### config.mk
export PLATFORM = sky130hd
export DESIGN_NAME = pwm_ramp_ctrl
export DESIGN_NICKNAME = d
export VERILOG_FILES = /design/src/rtl/pwm_ramp_ctrl.sv
export SDC_FILE = /design/constraint.sdc
export NUM_CORES = 1
export LEC_CHECK = 0
export CAP_MARGIN = 20
export CORE_MARGIN = 2
export CORE_UTILIZATION = 54
export DETAILED_ROUTE_END_ITERATION = 8
export GPL_ROUTABILITY_DRIVEN = 0
export HOLD_SLACK_MARGIN = 0.06
export PLACE_DENSITY = 0.73
export SYNTH_ARGS = -nofsm -noshare
export SYNTH_HDL_FRONTEND = slang
export SYNTH_SLANG_ARGS = --single-unit
### constraint.sdc
create_clock -name clk -period 5.8 [get_ports clk]
set_input_delay 1.16 -clock clk [delete_from_list [all_inputs] [get_ports clk]]
set_output_delay 1.16 -clock clk [all_outputs]
set_load 0.005 [all_outputs]
### src/rtl/pwm_ramp_ctrl.sv
// pwm_ramp_ctrl: ramps a PWM duty cycle toward a handshaked target in fixed steps.
//   Optional feature macro: PWM_CTRL_SOFTSTOP_EN (stop ramps duty down to 0 before idling).
//   Ports:
//     clk, rst              clock, synchronous active-high reset
//     start, stop           single-cycle run/stop requests (stop wins)
//     tgt_valid/tgt_ready   target handshake; tgt_duty, tgt_invert carry the target
//     duty_cycle, invert,   registered drives for the PWM core
//     enable
//     busy, at_target       registered status
module pwm_ramp_ctrl #(
    parameter int RAMP_STEP        = 16,
    parameter int PERIODS_PER_STEP = 1
) (
    input  logic       clk,
    input  logic       rst,
    input  logic       start,
    input  logic       stop,
    input  logic       tgt_valid,
    output logic       tgt_ready,
    input  logic [7:0] tgt_duty,
    input  logic       tgt_invert,
    output logic [7:0] duty_cycle,
    output logic       invert,
    output logic       enable,
    output logic       busy,
    output logic       at_target
);
    typedef enum logic [1:0] {IDLE, RAMP, HOLD, STOP} state_t;

    localparam logic [7:0] STEP   = 8'(RAMP_STEP);
    localparam logic [7:0] PPS_M1 = 8'(PERIODS_PER_STEP - 1);

    state_t     state;
    logic [7:0] target;
    logic [7:0] cnt;
    logic [7:0] scnt;
    logic       inv_pend;
    logic       inv_pv;
    logic       xfer;
    logic       boundary;
    logic       step_ev;
    logic       up;
    logic [7:0] gap;
    logic [7:0] mv;
    logic [7:0] stepped;
    logic [7:0] t_eff;

    assign tgt_ready = state != STOP;
    assign xfer      = tgt_valid && tgt_ready;
    assign boundary  = enable && cnt == 8'hff;
    assign step_ev   = boundary && scnt == PPS_M1;
    // Step size is clipped to the remaining distance, so no overshoot or wrap.
    assign up        = target > duty_cycle;
    assign gap       = up ? target - duty_cycle : duty_cycle - target;
    assign mv        = gap < STEP ? gap : STEP;
    assign stepped   = up ? duty_cycle + mv : duty_cycle - mv;
    // Target as it will stand after this cycle's transfer, if any.
    assign t_eff     = xfer ? tgt_duty : target;

    always_ff @(posedge clk) begin
        if (rst) begin
            state      <= IDLE;
            duty_cycle <= 8'd0;
            invert     <= 1'b0;
            enable     <= 1'b0;
            busy       <= 1'b0;
            at_target  <= 1'b0;
            target     <= 8'd0;
            cnt        <= 8'd0;
            scnt       <= 8'd0;
            inv_pend   <= 1'b0;
            inv_pv     <= 1'b0;
        end else begin
            cnt <= enable ? cnt + 8'd1 : 8'd0;
            if (boundary)
                scnt <= step_ev ? 8'd0 : scnt + 8'd1;
            // A polarity change while running waits for a period boundary to avoid a glitch.
            if (inv_pv && (boundary || !enable)) begin
                invert <= inv_pend;
                inv_pv <= 1'b0;
            end
            if (xfer && !stop) begin
                target <= tgt_duty;
                if (enable) begin
                    inv_pend <= tgt_invert;
                    inv_pv   <= 1'b1;
                end else begin
                    invert <= tgt_invert;
                end
            end
            case (state)
                IDLE: begin
                    if (start && !stop) begin
                        enable     <= 1'b1;
                        duty_cycle <= 8'd0;
                        cnt        <= 8'd0;
                        scnt       <= 8'd0;
                        busy       <= 1'b1;
                        state      <= t_eff == 8'd0 ? HOLD : RAMP;
                        at_target  <= t_eff == 8'd0;
                    end
                end
                RAMP, HOLD: begin
                    if (stop) begin
`ifdef PWM_CTRL_SOFTSTOP_EN
                        state     <= STOP;
                        target    <= 8'd0;
                        at_target <= 1'b0;
`else
                        state      <= IDLE;
                        enable     <= 1'b0;
                        duty_cycle <= 8'd0;
                        cnt        <= 8'd0;
                        scnt       <= 8'd0;
                        busy       <= 1'b0;
                        at_target  <= 1'b0;
`endif
                    end else if (state == RAMP) begin
                        if (step_ev)
                            duty_cycle <= stepped;
                        if ((step_ev ? stepped : duty_cycle) == t_eff) begin
                            state     <= HOLD;
                            at_target <= 1'b1;
                        end
                    end else if (xfer && tgt_duty != duty_cycle) begin
                        state     <= RAMP;
                        scnt      <= 8'd0;
                        at_target <= 1'b0;
                    end
                end
                STOP: begin
                    if (duty_cycle == 8'd0) begin
                        state  <= IDLE;
                        enable <= 1'b0;
                        cnt    <= 8'd0;
                        busy   <= 1'b0;
                    end else if (step_ev) begin
                        duty_cycle <= stepped;
                    end
                end
                default: state <= IDLE;
            endcase
        end
    end
endmodule

==> out/results.tsv <==
metric	value	unit
reg-to-reg setup timing slack	0.35	ns
Max H-tree Level	2	
Synth Area in Adders	0.113	
WL/cell	16.9	µm
Tmin final	5.45	ns
setup_tns	0	ns
R2R depth	21	
DRT iter0 DRCs	209	
CTS Buf Count	5	
synthesized area	3620	µm²
Row Count	29	
drt total wl	9.55	mm
Remaining DRCs	0	
Min-Delay Startpoint	cnt[0]$_SDFF_PP0_	
Root Buffer Master	clkbuf_8	
reg2reg start	target[4]$_SDFFE_PP0P_	
count of flip-flops with a built-in enable after synthesis	0	
largest net degree at the start of global routing	27	
Cell Pwr Density	241	nW/µm²
worst hold endpoint	cnt[0]$_SDFF_PP0_	
Worst-Skew Late Latency	0.30	ns
post-synthesis xor/xnor area fraction	0.0891	
grt ovf	0	
post-route ant nets	0	
worst vdd ir	0.192	mV
most common cell after layout, fill and taps aside	nor2_1	
Core ar.	6420	µm²
complex-gate fraction of the synthesized area	0.239	
top cells by area, synth	dfxtp_1, ha_1, a21oi_1	
Initial DRT Pass Iterations	5	
num ports	27	
Top FF cell, synth	dfxtp_1	
final slew viol count	0	
Synth Area in Simple Gates	0.242	
Max Fclk	0.183	GHz
vias in the first global route	3227	
count of cell types in the netlist	67	
CTS Buffer Depth	2	
mux contribution to synthesized area	0.0401	
area grow syn2layout	15.2	%
# clock sinks	39	
Slew @ Worst Pin	1.04	ns
DP HPWL	7.37	mm
CP Class	reg2reg	
CTS tree	yes	
# diodes	0	
Max-Cap Viols	0	
Lkg Pwr	1.54	nW
nets	533	
hold path depth	1	
crit-path max FO	14	
Slew headroom	0.301	
width of the die	85.9	µm
DR vias	3413	
initial antenna violation count	0	
sequential area share after synthesis	0.215	
Total Power	1.01	mW
layout cell share with drive strength beyond 1	0.125	
worst r2r dst	state[0]$_SDFFE_PP0P_	
first-pass GRT wire length	15.5	mm
Hold WC Path Type	reg2reg	
Tcrit/Tclk final	0.940	
Vias per Instance	6.03	
fill count	557	
outcome	finished, final reports clean	
Hold Slack	0.463	ns
area share of the largest cell type after synthesis	0.215	
largest family of logic cells by synthesized area	simple AND/OR/NAND/NOR gates	
number of hold buffers added after CTS	0	
Final Hold Fails	0	
Die H	85.9	µm
Post-Syn Area per Cell	7.89	µm²
Cells after Synth	459	
Arrival @ worst endpoint	5.69	ns
Port Buffers	26	
clock slew at reported path FFs	0.08	ns
total track usage	0.264	
Post-Syn Nets	504	
die area	7380	µm²
data required time of the worst path	6.03	ns
biggest area consumer among synthesized cells	dfxtp_1	
starting density of the core	0.564	
CP Launch Type	register	
synthesized flop and latch total	39	
skew final	0.00866	ns
yosys warns	0	
most frequent cells in the layout	nor2_1, a21oi_1, nand2_1, dfxtp_1, inv_1	
asr flop ratio synth	0	
setup violators final	0	
Crit. End Element	register	
where the power goes:
part           total, mW  switching [mW]  internal [mW]
logic              0.516           0.301          0.215
registers          0.303          0.0196          0.284
clock network      0.189           0.105         0.0837
cell usage after synthesis (all sizes together) (7+ instances only):
cell     n
clkbuf  13
mux2i   11
nand3   12
nand2   39
inv     29
xor2    21
nor2b    8
a21oi   45
nor3    10
o21ai   18
dfxtp   39
and3    10
ha      28
a211oi   7
buf      8
nand2b   8
a21o     8
xnor2   15
nor4     9
nor2    48
a22oi    7
routing by layer:
layer | wire length (µm) | up-vias | track usage
li1 | - | 1700 | -
met1 | 4330 | 1588 | 0.348
met2 | 4530 | 110 | 0.440
met3 | 513 | 15 | 0.0472
met4 | 171 | 0 | 0.0779
met5 | 0 | - | 0
cells by family after synthesis:
logic type      count (synthesis)
compound gates                118
flops                          39
buf+inv                        50
xor+xnor                       36
fa+ha+maj                      31
simple gates                  172
mux                            13
critical path, cell delays in order, from the launching register on:
cell,delay (ns)
dfxtp_1,0.42
ha_2,0.39
nor2b_1,0.21
a2111oi_2,0.42
nand3b_1,0.19
a211oi_2,0.37
o21ai_4,0.15
nor2_2,0.12
inv_1,0.05
ha_1,0.20
nor2_2,0.12
xor2_1,0.18
ha_1,0.29
a2111o_1,0.45
nor2_2,0.13
o211ai_1,0.25
a2111oi_2,0.42
nor4bb_1,0.11
buf_4,0.16
a2111oi_4,0.34
a21o_2,0.21
mux2i_1,0.18
what timing repair did:
item,4_1_cts,5_1_grt
endpoints found under the setup margin,0,3
gates resized for setup,0,20
setup buffers,0,5
worst max-delay path by stage:
stage	startpoint	slack, ns	end
floorplan	duty_cycle[1]$_SDFFE_PP0P_	0.32	state[0]$_SDFFE_PP0P_
global placement	target[1]$_SDFFE_PP0P_	0.36	state[0]$_SDFFE_PP0P_
detailed placement	target[0]$_SDFFE_PP0P_	0.24	state[0]$_SDFFE_PP0P_
CTS	target[0]$_SDFFE_PP0P_	0.19	state[0]$_SDFFE_PP0P_
global route	duty_cycle[5]$_SDFFE_PP0P_	-0.005	state[1]$_SDFFE_PP0P_
finish	target[4]$_SDFFE_PP0P_	0.35	state[0]$_SDFFE_PP0P_
sequential cells by signal, summed over array words and instances (netlist names):
name        flops
at_target       1
inv_pv          1
cnt             8
busy            1
invert          1
inv_pend        1
target          8
duty_cycle      8
state           2
scnt            8
cell type report:
cell class	count	area [µm²]	share of cell area
multi-input combinational	370	2710	0.650
timing repair buffer	43	388	0.0929
clock inverter	3	20.0	0.00479
clock buffer	5	68.8	0.0165
sequential	39	781	0.187
tap	77	96.3	0.0231
inverter	29	109	0.0261
through the flow:
stage / area, µm² / cells / utilization / worst slack, ns
2_1_floorplan: 3620 / 459 / - / 0.317
3_3_place_gp: 3960 / 553 / 0.616 / 0.359
3_5_place_dp: 3960 / 553 / 0.616 / 0.243
4_1_cts: 4050 / 561 / 0.630 / 0.191
5_1_grt: 4180 / 566 / 0.650 / -0.00541
6_report: 4180 / 566 / 0.650 / 0.349
No activity file was read; power rests on OpenSTA's default activity.
